### src/rtl/video_mode_ctrl.sv
// Video mode sequencer: holds the four timing presets and walks the HDMI timing
// generator through reset, pixel-PLL switch, lock wait and first-vsync confirmation.
module video_mode_ctrl #(
  parameter int X_BITS         = 12,
  parameter int Y_BITS         = 12,
  parameter int RST_CYCLES     = 16,
  parameter int PLL_STABLE     = 16,
  parameter int TIMEOUT_CYCLES = 2000000
) (
  input  logic              clk,
  input  logic              reset,
  input  logic              req_valid,
  input  logic [1:0]        req_mode,
  output logic              req_ready,
  input  logic              tg_vs,
  input  logic              pll_locked,
  output logic [1:0]        pclk_sel,
  output logic              tg_reset,
  output logic              interlaced,
  output logic [Y_BITS-1:0] v_total_0,
  output logic [Y_BITS-1:0] v_fp_0,
  output logic [Y_BITS-1:0] v_bp_0,
  output logic [Y_BITS-1:0] v_sync_0,
  output logic [Y_BITS-1:0] v_total_1,
  output logic [Y_BITS-1:0] v_fp_1,
  output logic [Y_BITS-1:0] v_bp_1,
  output logic [Y_BITS-1:0] v_sync_1,
  output logic [X_BITS-1:0] h_total,
  output logic [X_BITS-1:0] h_fp,
  output logic [X_BITS-1:0] h_bp,
  output logic [X_BITS-1:0] h_sync,
  output logic [X_BITS-1:0] hv_offset_0,
  output logic [X_BITS-1:0] hv_offset_1,
  output logic [1:0]        cur_mode,
  output logic              busy,
  output logic              mode_locked,
  output logic              mode_err,
  output logic              done
);

  typedef enum logic [2:0] {IDLE, WAIT_FRAME, HOLD, WAIT_PLL, WAIT_VS} state_t;

  typedef struct packed {
    logic              interlaced;
    logic [X_BITS-1:0] h_total, h_fp, h_bp, h_sync, hv_offset_0, hv_offset_1;
    logic [Y_BITS-1:0] v_total_0, v_fp_0, v_bp_0, v_sync_0;
    logic [Y_BITS-1:0] v_total_1, v_fp_1, v_bp_1, v_sync_1;
  } cfg_t;

  localparam logic [23:0] RST_LAST = 24'(RST_CYCLES - 1);
  localparam logic [23:0] PLL_LAST = 24'(PLL_STABLE - 1);
  localparam logic [23:0] TO_LAST  = 24'(TIMEOUT_CYCLES - 1);

  function automatic cfg_t pack_cfg(input int ht, hf, hb, hs, vt0, vf0, vb0, vs0,
                                    input int vt1, vf1, vb1, vs1, o0, o1, input logic il);
    cfg_t c;
    c.interlaced  = il;
    c.h_total     = X_BITS'(ht);  c.h_fp      = X_BITS'(hf);
    c.h_bp        = X_BITS'(hb);  c.h_sync    = X_BITS'(hs);
    c.hv_offset_0 = X_BITS'(o0);  c.hv_offset_1 = X_BITS'(o1);
    c.v_total_0   = Y_BITS'(vt0); c.v_fp_0    = Y_BITS'(vf0);
    c.v_bp_0      = Y_BITS'(vb0); c.v_sync_0  = Y_BITS'(vs0);
    c.v_total_1   = Y_BITS'(vt1); c.v_fp_1    = Y_BITS'(vf1);
    c.v_bp_1      = Y_BITS'(vb1); c.v_sync_1  = Y_BITS'(vs1);
    return c;
  endfunction

  function automatic cfg_t mode_cfg(input logic [1:0] m);
    unique case (m)
      2'd0:    return pack_cfg(800,  16,  48,  96, 525,  10, 33, 2, 525,  10, 33, 2, 0, 0,    1'b0);
      2'd1:    return pack_cfg(1650, 110, 220, 40, 750,  5,  20, 5, 750,  5,  20, 5, 0, 0,    1'b0);
      2'd2:    return pack_cfg(2200, 88,  148, 44, 1125, 4,  36, 5, 1125, 4,  36, 5, 0, 0,    1'b0);
      default: return pack_cfg(2200, 88,  148, 44, 562,  2,  15, 5, 563,  2,  16, 5, 0, 1100, 1'b1);
    endcase
  endfunction

  state_t      state_q, state_d;
  logic [23:0] cnt_q, cnt_d;
  logic [1:0]  target_q, target_d, cur_mode_q, cur_mode_d, pclk_sel_q, pclk_sel_d;
  cfg_t        cfg_q, cfg_d;
  logic        tg_reset_q, tg_reset_d, busy_q, busy_d, req_ready_q, req_ready_d;
  logic        mode_locked_q, mode_locked_d, mode_err_q, mode_err_d, done_q, done_d;
  logic        vs_s1_q, vs_s2_q, vs_prev_q, pll_s1_q, pll_s2_q;
  logic        vs_rise, load;
  logic [1:0]  load_mode;

  assign vs_rise = vs_s2_q & ~vs_prev_q;

  always_comb begin
    // NOTE: every signal gets a default before the case so no path can infer a latch.
    state_d       = state_q;
    cnt_d         = (cnt_q == '1) ? cnt_q : cnt_q + 24'd1;
    target_d      = target_q;
    mode_err_d    = mode_err_q;
    mode_locked_d = mode_locked_q;
    tg_reset_d    = tg_reset_q;
    done_d        = 1'b0;
    load          = 1'b0;
    load_mode     = target_q;

    unique case (state_q)
      IDLE: if (req_valid && req_ready_q) begin
        target_d   = req_mode;
        mode_err_d = 1'b0;
        if (req_mode == cur_mode_q && mode_locked_q) begin
          done_d = 1'b1;
        end else if (mode_locked_q) begin
          state_d = WAIT_FRAME;
        end else begin
          state_d   = HOLD;
          load      = 1'b1;
          load_mode = req_mode;
        end
      end
      WAIT_FRAME: if (vs_rise || cnt_q >= TO_LAST) begin
        state_d = HOLD;
        load    = 1'b1;
      end
      HOLD: if (cnt_q >= RST_LAST) state_d = WAIT_PLL;
      WAIT_PLL: begin
        if (!pll_s2_q) begin
          cnt_d = '0;
        end else if (cnt_q >= PLL_LAST) begin
          state_d    = WAIT_VS;
          tg_reset_d = 1'b0;
        end
      end
      WAIT_VS: begin
        if (vs_rise) begin
          mode_locked_d = 1'b1;
          done_d        = 1'b1;
          state_d       = IDLE;
        end else if (cnt_q >= TO_LAST) begin
          mode_err_d    = 1'b1;
          mode_locked_d = 1'b0;
          done_d        = 1'b1;
          state_d       = IDLE;
        end
      end
      default: state_d = IDLE;
    endcase

    // Config, PLL select and generator reset change together on the HOLD entry edge.
    cfg_d      = cfg_q;
    pclk_sel_d = pclk_sel_q;
    cur_mode_d = cur_mode_q;
    if (load) begin
      cfg_d         = mode_cfg(load_mode);
      pclk_sel_d    = load_mode;
      cur_mode_d    = load_mode;
      tg_reset_d    = 1'b1;
      mode_locked_d = 1'b0;
    end

    if (state_d != state_q) cnt_d = '0;
    busy_d      = (state_d != IDLE);
    req_ready_d = (state_d == IDLE);
  end

  // NOTE: all sequential state uses non-blocking assignments so every register samples pre-edge values.
  always_ff @(posedge clk) begin
    if (reset) begin
      state_q       <= HOLD;
      cnt_q         <= '0;
      target_q      <= 2'd0;
      cfg_q         <= mode_cfg(2'd0);
      pclk_sel_q    <= 2'd0;
      cur_mode_q    <= 2'd0;
      tg_reset_q    <= 1'b1;
      busy_q        <= 1'b1;
      req_ready_q   <= 1'b0;
      mode_locked_q <= 1'b0;
      mode_err_q    <= 1'b0;
      done_q        <= 1'b0;
      vs_s1_q       <= 1'b0;
      vs_s2_q       <= 1'b0;
      vs_prev_q     <= 1'b0;
      pll_s1_q      <= 1'b0;
      pll_s2_q      <= 1'b0;
    end else begin
      state_q       <= state_d;
      cnt_q         <= cnt_d;
      target_q      <= target_d;
      cfg_q         <= cfg_d;
      pclk_sel_q    <= pclk_sel_d;
      cur_mode_q    <= cur_mode_d;
      tg_reset_q    <= tg_reset_d;
      busy_q        <= busy_d;
      req_ready_q   <= req_ready_d;
      mode_locked_q <= mode_locked_d;
      mode_err_q    <= mode_err_d;
      done_q        <= done_d;
      vs_s1_q       <= tg_vs;
      vs_s2_q       <= vs_s1_q;
      vs_prev_q     <= vs_s2_q;
      pll_s1_q      <= pll_locked;
      pll_s2_q      <= pll_s1_q;
    end
  end

  assign req_ready   = req_ready_q;
  assign pclk_sel    = pclk_sel_q;
  assign tg_reset    = tg_reset_q;
  assign cur_mode    = cur_mode_q;
  assign busy        = busy_q;
  assign mode_locked = mode_locked_q;
  assign mode_err    = mode_err_q;
  assign done        = done_q;
  assign interlaced  = cfg_q.interlaced;
  assign h_total     = cfg_q.h_total;
  assign h_fp        = cfg_q.h_fp;
  assign h_bp        = cfg_q.h_bp;
  assign h_sync      = cfg_q.h_sync;
  assign hv_offset_0 = cfg_q.hv_offset_0;
  assign hv_offset_1 = cfg_q.hv_offset_1;
  assign v_total_0   = cfg_q.v_total_0;
  assign v_fp_0      = cfg_q.v_fp_0;
  assign v_bp_0      = cfg_q.v_bp_0;
  assign v_sync_0    = cfg_q.v_sync_0;
  assign v_total_1   = cfg_q.v_total_1;
  assign v_fp_1      = cfg_q.v_fp_1;
  assign v_bp_1      = cfg_q.v_bp_1;
  assign v_sync_1    = cfg_q.v_sync_1;

endmodule

### config.mk
export PLATFORM = sky130hd
export DESIGN_NAME = video_mode_ctrl
export DESIGN_NICKNAME = d
export VERILOG_FILES = /design/src/rtl/video_mode_ctrl.sv
export SDC_FILE = /design/constraint.sdc
export NUM_CORES = 1
export LEC_CHECK = 0
export BUFFER_PORTS_ARGS = -buffer_cell sky130_fd_sc_hd__buf_2
export CAP_MARGIN = 20
export CORE_MARGIN = 10
export CORE_UTILIZATION = 48
export CTS_CLUSTER_DIAMETER = 40
export DETAILED_ROUTE_END_ITERATION = 16
export PLACE_DENSITY = 0.84
export SLEW_MARGIN = 20
export SYNTH_ARGS = -nofsm -noshare
export SYNTH_HDL_FRONTEND = slang
export SYNTH_SLANG_ARGS = --single-unit
### constraint.sdc
create_clock -name clk -period 5.8 [get_ports clk]
set_input_delay 1.16 -clock clk [delete_from_list [all_inputs] [get_ports clk]]
set_output_delay 1.16 -clock clk [all_outputs]
set_load 0.05 [all_outputs]
==> Word-level counts from Yosys, hierarchy flattened <==
Index checks and enable logic that the tools add are counted.
{ "totals": {"ff_bits": 211, "elab_cells": 96} }
{ "classes": {"addsub": 1, "magnitude_cmp": 2, "n_eq_ne": 12, "n_mux": 34, "n_bitwise": 2, "reduce_logical": 15} }
{ "op_table": {"columns": ["op", "n"], "rows": [
  ["169-bit one-hot mux with 3 select lines", 1],
  ["24-bit 2-to-1 mux", 3],
  ["24-bit by 1-bit adder with 24-bit output, second input constant", 1],
  ["24-bit == test, second input constant", 1],
  ["24-bit by 21-bit >= comparator with 1-bit output, second input constant", 1],
  ["24-bit by 4-bit >= comparator with 1-bit output, second input constant", 1],
  ["3-bit 2-to-1 mux", 8],
  ["3-bit one-hot mux with 5 select lines", 1],
  ["1-bit 2-to-1 mux", 13],
  ["2-bit 2-to-1 mux", 5],
  ["3-bit by 2-bit == test with 1-bit output, second input constant", 2],
  ["3-bit logical NOT", 2],
  ["2-bit != test, second input constant", 3],
  ["1-bit one-hot mux with 2 select lines", 3],
  ["2-bit AND reduction", 2],
  ["4-bit AND reduction", 1],
  ["2-bit nonzero test", 2],
  ["2-bit OR reduction", 2],
  ["3-bit by 1-bit == test with 1-bit output, second input constant", 1],
  ["3-bit == test, second input constant", 1],
  ["3-bit != test", 1],
  ["3-bit AND reduction", 1],
  ["3-bit nonzero test", 1],
  ["2-bit by 1-bit == test with 1-bit output, second input constant", 1],
  ["other kinds (7)", 8]
]} }

==> Depth between registers and ports, before layout <==
Gate-level depths: netlist of run 1.
{ "depth": {"ltp_word": 7, "depth_mapped": 9, "mapped_depth_nobuf": 8} }

==> Worst setup path before layout of run 1 <==
No wires, ideal clock.
{ "synth_timing": {"path_type": "input -> register", "start": "in req_valid", "end": "reg cfg_q (netlist bit h_total[9])", "setup_ns": 0.120, "arrival_ns": 2.739, "required_ns": 5.680, "path_slack_ns": 2.941, "path_stages": 8, "path_buffers": 0, "path_cell_list": "and3b_1 nand3b_1 mux2i_1 inv_1 ha_1 nor2_1 nor3_1 a211o_1"} }
{ "synth_between": {"elab_chain_len": 5, "word_cells_on_any_way": 9} }
{ "synth_rtl": {"columns": ["element", "line", "text"], "rows": [
  ["start: declaration", "12", "input logic req_valid,"],
  ["1-bit logical AND *", "102", "IDLE: if (req_valid && req_ready_q) begin"],
  ["2-bit 2-to-1 mux *", "102", null],
  ["2-bit 2-to-1 mux *", "101", "unique case (state_q)"],
  ["net load_mode[0]", "85", "logic [1:0] load_mode;"],
  ["2-bit == test, or another cell as far along", "69", "unique case (m)"],
  ["169-bit one-hot mux with 3 select lines *", "69", null],
  ["end signal: assignment", "166", "cfg_q <= mode_cfg(2'd0);"],
  ["end signal: assignment", "184", "cfg_q <= cfg_d;"],
  ["end: declaration", "80", "cfg_t cfg_q, cfg_d;"]
]} }
The timed path passes the listed nets; every way through them passes the cells marked *.
A chain may end at the register's enable or synchronous reset.

==> Final worst setup path of run 1 <==
Ends and elaborated chain as after synthesis.

==> results.md, run 1 <==
* Full die area at 0.01226 sq mm
* Worst endpoint data arrival time at 3150 ps
* Gate Count Post-Synth at 470
* Register area share after synthesis at 28.36%
* Hold path start: vs_s1_q
* Post-DP HPWL at 6855 um
* Num ports at 186
* Clk sink count at 56
* CP required at 6020 ps
* ANT cells at 0
* Root buffer cell: clkbuf_8
* Die X at 110.7 um
* Worst-path clk slew at 110 ps
* Met1 Wirelength at 3352 um
* Post-route setup slack at 2869 ps
* Startpoint types: input port
* Vias in the first global route at 2707
* WL met2 at 4227 um
* Maximum level of the CTS H-tree at 2
* Vias/cell at 4.743
* Beginning of the worst register-to-register path: state_q[0]
* Post-synth EDFFs at 0
* Cell taking the most area after synthesis: buf_4
* Max Cap Viol at 0
* Clock latency at the later pin of the worst-skew pair at 320 ps
* TritonCTS clock tree: yes
* Total design power at 0.0007769 W
* Setup bufs post-CTS at 0
* Wirelength per Cell at 14.50 um
* Hold depth at 1
* Leakage at 1.718 nW
* Hold Buf Count CTS at 0
* Worst Hold End: vs_s2_q
* Final hold vios at 0
* # port buffers at 89
* Post-synth ARST share at 0%
* Hold Crit Class: reg2reg
* Layout area overhead at -5.825%
* Max Fanout on Critical Path at 6
* Net count reported at finish at 500
* Drt pass-1 iters at 4
* Total Routing Usage GR at 13.13%
* Fin crit share at 50.54%
* Min cycle time layout at 2931 ps
* F_max at 341.1 MHz
* Unrepaired setup endpoints after global routing: false
* Vert. Die Dim at 110.7 um
* Yosys top cell area share at 30.01%
* Post-Route WL at 8572 um
* Clk_skew at 8.629 ps
* Fin Setup TNS at 0 ps
* Crit path kind: in2reg
* Yosys warning count at 0
* Vias after detailed routing at 2803
* Depth of the most critical reg-to-reg path at 8
* Worst Setup End Kind: flop
* Pwr Density at 208.7 mW/mm^2
* Cts bufs inserted at 5
* Worst reg2reg path endpoint: h_total[9]
* Core Region at 0.008134 sq mm
* Yosys reg bits at 56
* Avg Inst Size Synth at 8.410 sq um
* Clock buffer depth at 2
* Row cnt at 33
* Final ANT Viol Nets at 0
* Status: completed
* Synth unique cells at 52
* Uppermost layer routed: met4
* Top cells by area, synth: buf_4, dfxtp_1, nor3_1, nand2_1, ha_1
* R2R Setup Slk at 3150 ps
* Peak VDD IR at 0.00009044 V
* Mapped cell area at 0.003953 sq mm
* Largest net degree at the start of global routing at 31
* Gpl congestion at 0.8905
* Worst slack at placement at 2540 ps
* Final setup viols at 0
* Starting DRC count in detailed routing at 264
* Slew Limit Fails at 0
* Gr ovfl total at 0
* Cts repair resizes at 0
* Residual DRC at 0
* Initial antenna violation count at 0
* Main synth FF type: dfxtp_1
* Slew Limit Headroom at 32.45%
* Share of cells above drive strength 1 at 23.25%
* Tightest Pin Transition at 1013 ps
* Starting Density at 48.59%
* First-pass GRT wire length at 14000 um
* Metal3 WL at 911 um
-- layer usage --
layer,GRT usage (%),vias to the layer above
li1,-,1368
met1,14.30,1285
met2,23.31,142
met3,4.978,8
met4,3.299,0
met5,0,-
-- worst max-delay path, stage by stage --
cell and delay (ps):
buf_2 90, and3b_1 170, nand3b_1 270, mux2i_1 560, inv_1 190, ha_1 270, nor2_1 110, nor3_1 50
a211o_1 280
-- sequential cells by signal (all words and copies together), names as in the netlist --
name,cells
tg_reset,1
pll_s1_q,1
pll_s2_q,1
vs_s1_q,1
mode_err,1
pclk_sel,2
v_fp_0,1
hv_offset_1,1
state_q,3
target_q,2
vs_s2_q,1
cnt_q,24
v_total_0,6
req_ready,1
done,1
h_total,5
h_fp,1
mode_locked,1
vs_prev_q,1
busy,1
-- kinds of logic (layout without fill, tap and decap cells) --
| logic type | Yosys count | count (layout) | synth area share [%] |
|---|---|---|---|
| AOI/OAI and AO/OA | 42 | 42 | 8.104 |
| xor gates and xnor gates | 20 | 20 | 4.432 |
| adders and majority gates | 8 | 8 | 2.533 |
| buffers and inverters | 180 | 102 | 32.38 |
| DFF | 56 | 56 | 28.36 |
| muxes | 6 | 6 | 1.520 |
| other | 2 | 96 | 0.1900 |
| and+or+nand+nor | 156 | 156 | 22.48 |
-- how the worst max path moves through the flow --
| stage | from | to | slack [ps] | cells past startpoint |
|---|---|---|---|---|
| 2_1_floorplan | req_valid | h_total[9] | 2940 | 8 |
| 3_3_place_gp | req_valid | h_total[9] | 2690 | 9 |
| 3_5_place_dp | req_valid | h_total[9] | 2540 | 9 |
| 4_1_cts | req_valid | h_total[9] | 2890 | 9 |
| 5_1_grt | req_valid | h_total[9] | 2710 | 9 |
| 6_report | req_valid | h_total[9] | 2870 | 9 |
-- where the power goes --
part / leakage (nW) / internal (W) / switching (W) / total, W
sequential: 0.453 / 0.000388 / 0.00000240 / 0.000390
clock: 0.0452 / 0.0000885 / 0.000142 / 0.000230
combinational: 1.22 / 0.00000642 / 0.000150 / 0.000157
total: 1.72 / 0.000483 / 0.000294 / 0.000777
-- layout by cell type, fill, tap and decap left out, types with 4 or more instances in the layout --
cell	instances
a211o_1	4
a21oi_1	10
buf_2	89
clkbuf_8	5
conb_1	96
dfxtp_1	56
ha_1	8
inv_1	5
mux2i_1	6
nand2_1	27
nand2b_1	6
nand3_1	17
nand4_1	7
nor2_1	23
nor2b_1	7
nor3_1	38
nor4_1	9
o21ai_0	4
xnor2_1	10
xor2_1	10
-- stage by stage --
step	std cells	hold slack [ps]	util [%]	cell area, sq um
2_1_floorplan	564	413.8	-	4305
3_3_place_gp	583	421.3	44.52	3621
3_5_place_dp	583	422.0	44.52	3621
4_1_cts	591	443.8	45.67	3715
5_1_grt	591	461.8	45.76	3722
6_report	591	441.0	45.76	3722
-- Yosys cell counts, drive strengths merged (8+ instances only) --
cell type  count
a21oi         12
clkbuf         8
xnor2         10
nand3         17
nand2         27
nand4          8
dfxtp         56
nor4          12
ha             8
xor2          10
buf          167
nor2          23
nor3          40
-- cell type report --
class                   count  area, sq um
clock buffers               5        68.82
clock inverters             3        25.02
fillers                   806         4412
inverters                   5        18.77
multi-input cells         328         1912
flip-flops and latches     56         1121
well taps                 105        131.4
repair buffers             89        445.4
Power figures use the tool's default switching activity.
==> run 2: changes to the inputs <==
--- a/config.mk
+++ b/config.mk
@@ -8,10 +8,10 @@
 export BUFFER_PORTS_ARGS = -buffer_cell sky130_fd_sc_hd__buf_2
 export CAP_MARGIN = 20
 export CORE_MARGIN = 10
-export CORE_UTILIZATION = 48
+export CORE_UTILIZATION = 43
 export CTS_CLUSTER_DIAMETER = 40
 export DETAILED_ROUTE_END_ITERATION = 16
-export PLACE_DENSITY = 0.84
+export PLACE_DENSITY = 0.8
 export SLEW_MARGIN = 20
 export SYNTH_ARGS = -nofsm -noshare
 export SYNTH_HDL_FRONTEND = slang
==> constraint.sdc (replaced) <==
create_clock -name clk -period 2.54 [get_ports clk]
set_input_delay 0.508 -clock clk [delete_from_list [all_inputs] [get_ports clk]]
set_output_delay 0.508 -clock clk [all_outputs]
set_load 0.05 [all_outputs]
==> run 2 against run 1 <==
Compared with the run above: critical path depth fell by 2; clock skew rose by 5.0 ps; final cell count rose by 1.9%; global-route usage fell by 1.6 points; largest cell class unchanged.
==> results.md, run 2 (synthesized netlist as in run 1, its figures left out) <==
* Status: completed (unchanged)
* Worst reg2reg path endpoint: cnt_q[21] (was h_total[9])
* Layout area overhead at -4.368% (was -5.825%)
* Full die area at 0.01343 sq mm (was 0.01226 sq mm)
* Residual DRC at 0 (unchanged)
* Commonest cells after routing, fill and taps aside: conb_1, buf_2, dfxtp_1 (unchanged)
* Maximum level of the CTS H-tree at 2 (unchanged)
* CP required at 2740 ps (was 6020 ps)
* First-pass GRT wire length at 13070 um (was 14000 um)
* M2 GR Usage at 21.05% (was 23.31%)
* Cts repair resizes at 0 (unchanged)
* Crit path kind: reg2reg (was in2reg)
* Post-Route WL at 8483 um (was 8572 um)
* Leakage at 1.759 nW (was 1.718 nW)
* Gr ovfl total at 0 (unchanged)
* Vias in the first global route at 2724 (was 2707)
* Gpl congestion at 0.9090 (was 0.8905)
* Fin util at 42.72% (was 45.76%)
* Starting Density at 44.67% (was 48.59%)
* Met3 Track Usage GR at 4.341% (was 4.978%)
* Top reg by flops: cnt_q (unchanged)
* Max Fanout on Critical Path at 10 (was 6)
* Peak VDD IR at 0.0002114 V (was 0.00009044 V)
* Clk sink count at 56 (unchanged)
* Max Cap Viol at 0 (unchanged)
* Cts bufs inserted at 5 (unchanged)
* CP Capture Point: cnt_q[21] (was h_total[9])
* Area of the multi-input gates at 0.001904 sq mm (was 0.001912 sq mm)
* Starting DRC count in detailed routing at 129 (was 264)
* Clk_skew at 13.62 ps (was 8.629 ps)
* Slew Limit Fails at 0 (unchanged)
* Final setup viols at 0 (unchanged)
* Final ANT Viol Nets at 0 (unchanged)
* Share of cells above drive strength 1 at 24.49% (was 23.25%)
* Global route hottest layer: met2 (unchanged)
* Fin Setup TNS at 0 ps (unchanged)
* Net count reported at finish at 508 (was 500)
* Min cycle time layout at 2277 ps
* Clock buffer depth at 2 (unchanged)
* Total Routing Usage GR at 11.50% (was 13.13%)
* Slew Limit Headroom at 60.81% (was 32.45%)
* Fill cell count at 881 (was 806)
* Met1 GRT Util at 12.29% (was 14.30%)
* Vias after detailed routing at 2816 (was 2803)
* Beginning of the worst register-to-register path: cnt_q[23] (was state_q[0])
* Vert. Die Dim at 115.9 um (was 110.7 um)
* Tightest Pin Transition at 582.5 ps (was 1013 ps)
* Drt pass-1 iters at 5 (was 4)
* Worst endpoint data arrival time at 2470 ps (was 3150 ps)
* Pwr Density at 465.9 mW/mm^2 (was 208.7 mW/mm^2)
* Depth of the most critical reg-to-reg path at 7 (was 8)
* Setup bufs post-CTS at 0 (unchanged)
* ANT cells at 0 (unchanged)
* Hold Crit Class: in2reg (was reg2reg)
* Final hold vios at 0 (unchanged)
* R2R Setup Slk at 260 ps (was 3150 ps)
* Largest net degree at the start of global routing at 30 (was 31)
* Max FFs per register at 24 (unchanged)
* Die X at 115.9 um (was 110.7 um)
* TritonCTS clock tree: yes (unchanged)
* Startpoint types: flop (was input port)
* Worst Setup End Kind: flop (unchanged)
* Hold Buf Count CTS at 0 (unchanged)
* Vias/cell at 4.678 (was 4.743)
* Commonest non-fill, non-tap cell in the layout: conb_1 (unchanged)
* Post-DP HPWL at 7004 um (was 6855 um)
* F_max at 439.2 MHz
* Wirelength per Cell at 14.09 um (was 14.50 um)
* Num ports at 186 (unchanged)
* Fin crit share at 89.63%
* Initial antenna violation count at 0 (unchanged)
* Register area at 0.001121 sq mm (unchanged)
* Core Region at 0.008848 sq mm (was 0.008134 sq mm)
* Unrepaired setup endpoints after global routing: false (unchanged)
* Root buffer cell: clkbuf_8 (unchanged)
* Clock latency at the later pin of the worst-skew pair at 320 ps (about the same)
* # port buffers at 89 (unchanged)
* Row cnt at 34 (was 33)
* Worst-path clk slew at 100 ps (was 110 ps)
* Crit path from: cnt_q[23] (was req_valid)
## run 2: cell types whose count changed in the layout (fill, tap and decap cells not counted), sizes merged
cell | before | now
buf | 89 | 97
clkinvlp | 1 | 0
clkinv | 0 | 2
inv | 7 | 6
## run 2: metrics by stage
step / hold WS (ps) / instances / total power [W] / setup slack, ps / cell area [sq um]
5_1_grt: 409.5 / 602 / 0.001822 / 147.1 / 3780
4_1_cts: 409.3 / 602 / 0.001763 / 273.9 / 3780
2_1_floorplan: 413.8 / 564 / 0.001363 / 181.0 / 4305
3_5_place_dp: 428.9 / 594 / 0.001263 / 262.7 / 3685
3_3_place_gp: 427.7 / 594 / 0.001261 / 322.4 / 3685
6_report: 408.4 / 602 / 0.001761 / 263.3 / 3780
## run 2: metal layers
metal | part of all wire [%] | wire, um
met1 | 38 | 3189
met2 | 50 | 4237
met3 | 12 | 988
met4 | 0.80 | 68
met5 | 0 | 0
## run 2: layout make-up
class	count	share of cell area [%]
sequential	56	29.66
clock buffer	5	1.821
multi-input combinational	328	50.38
inverter	5	0.4965
tap	108	3.575
timing repair buffer	97	13.37
clock inverter	3	0.6951
## run 2: worst min path at each step
stage                     from       end  slack, ps  cells after the start
floorplan             pll_s1_q  pll_s2_q        410                      1
global placement      pll_s1_q  pll_s2_q        430                      1
detailed placement    pll_s1_q  pll_s2_q        430                      1
CTS                 pll_locked  pll_s1_q        410                      2
global route        pll_locked  pll_s1_q        410                      2
finish              pll_locked  pll_s1_q        410                      2
## run 2: critical path, stage by stage (launching register included)
cell and delay [ps]:
dfxtp_1 360, or3_4 440, nand4bb_4 270, nor3_4 350
nor3_1 130, o21ai_2 310, buf_4 240, nor3_1 60
## run 2: report_power, final
group          internal [W]  switching (W)
combinational     0.0000177       0.000343
sequential         0.000885     0.00000563
clock              0.000202       0.000308
total               0.00110       0.000657
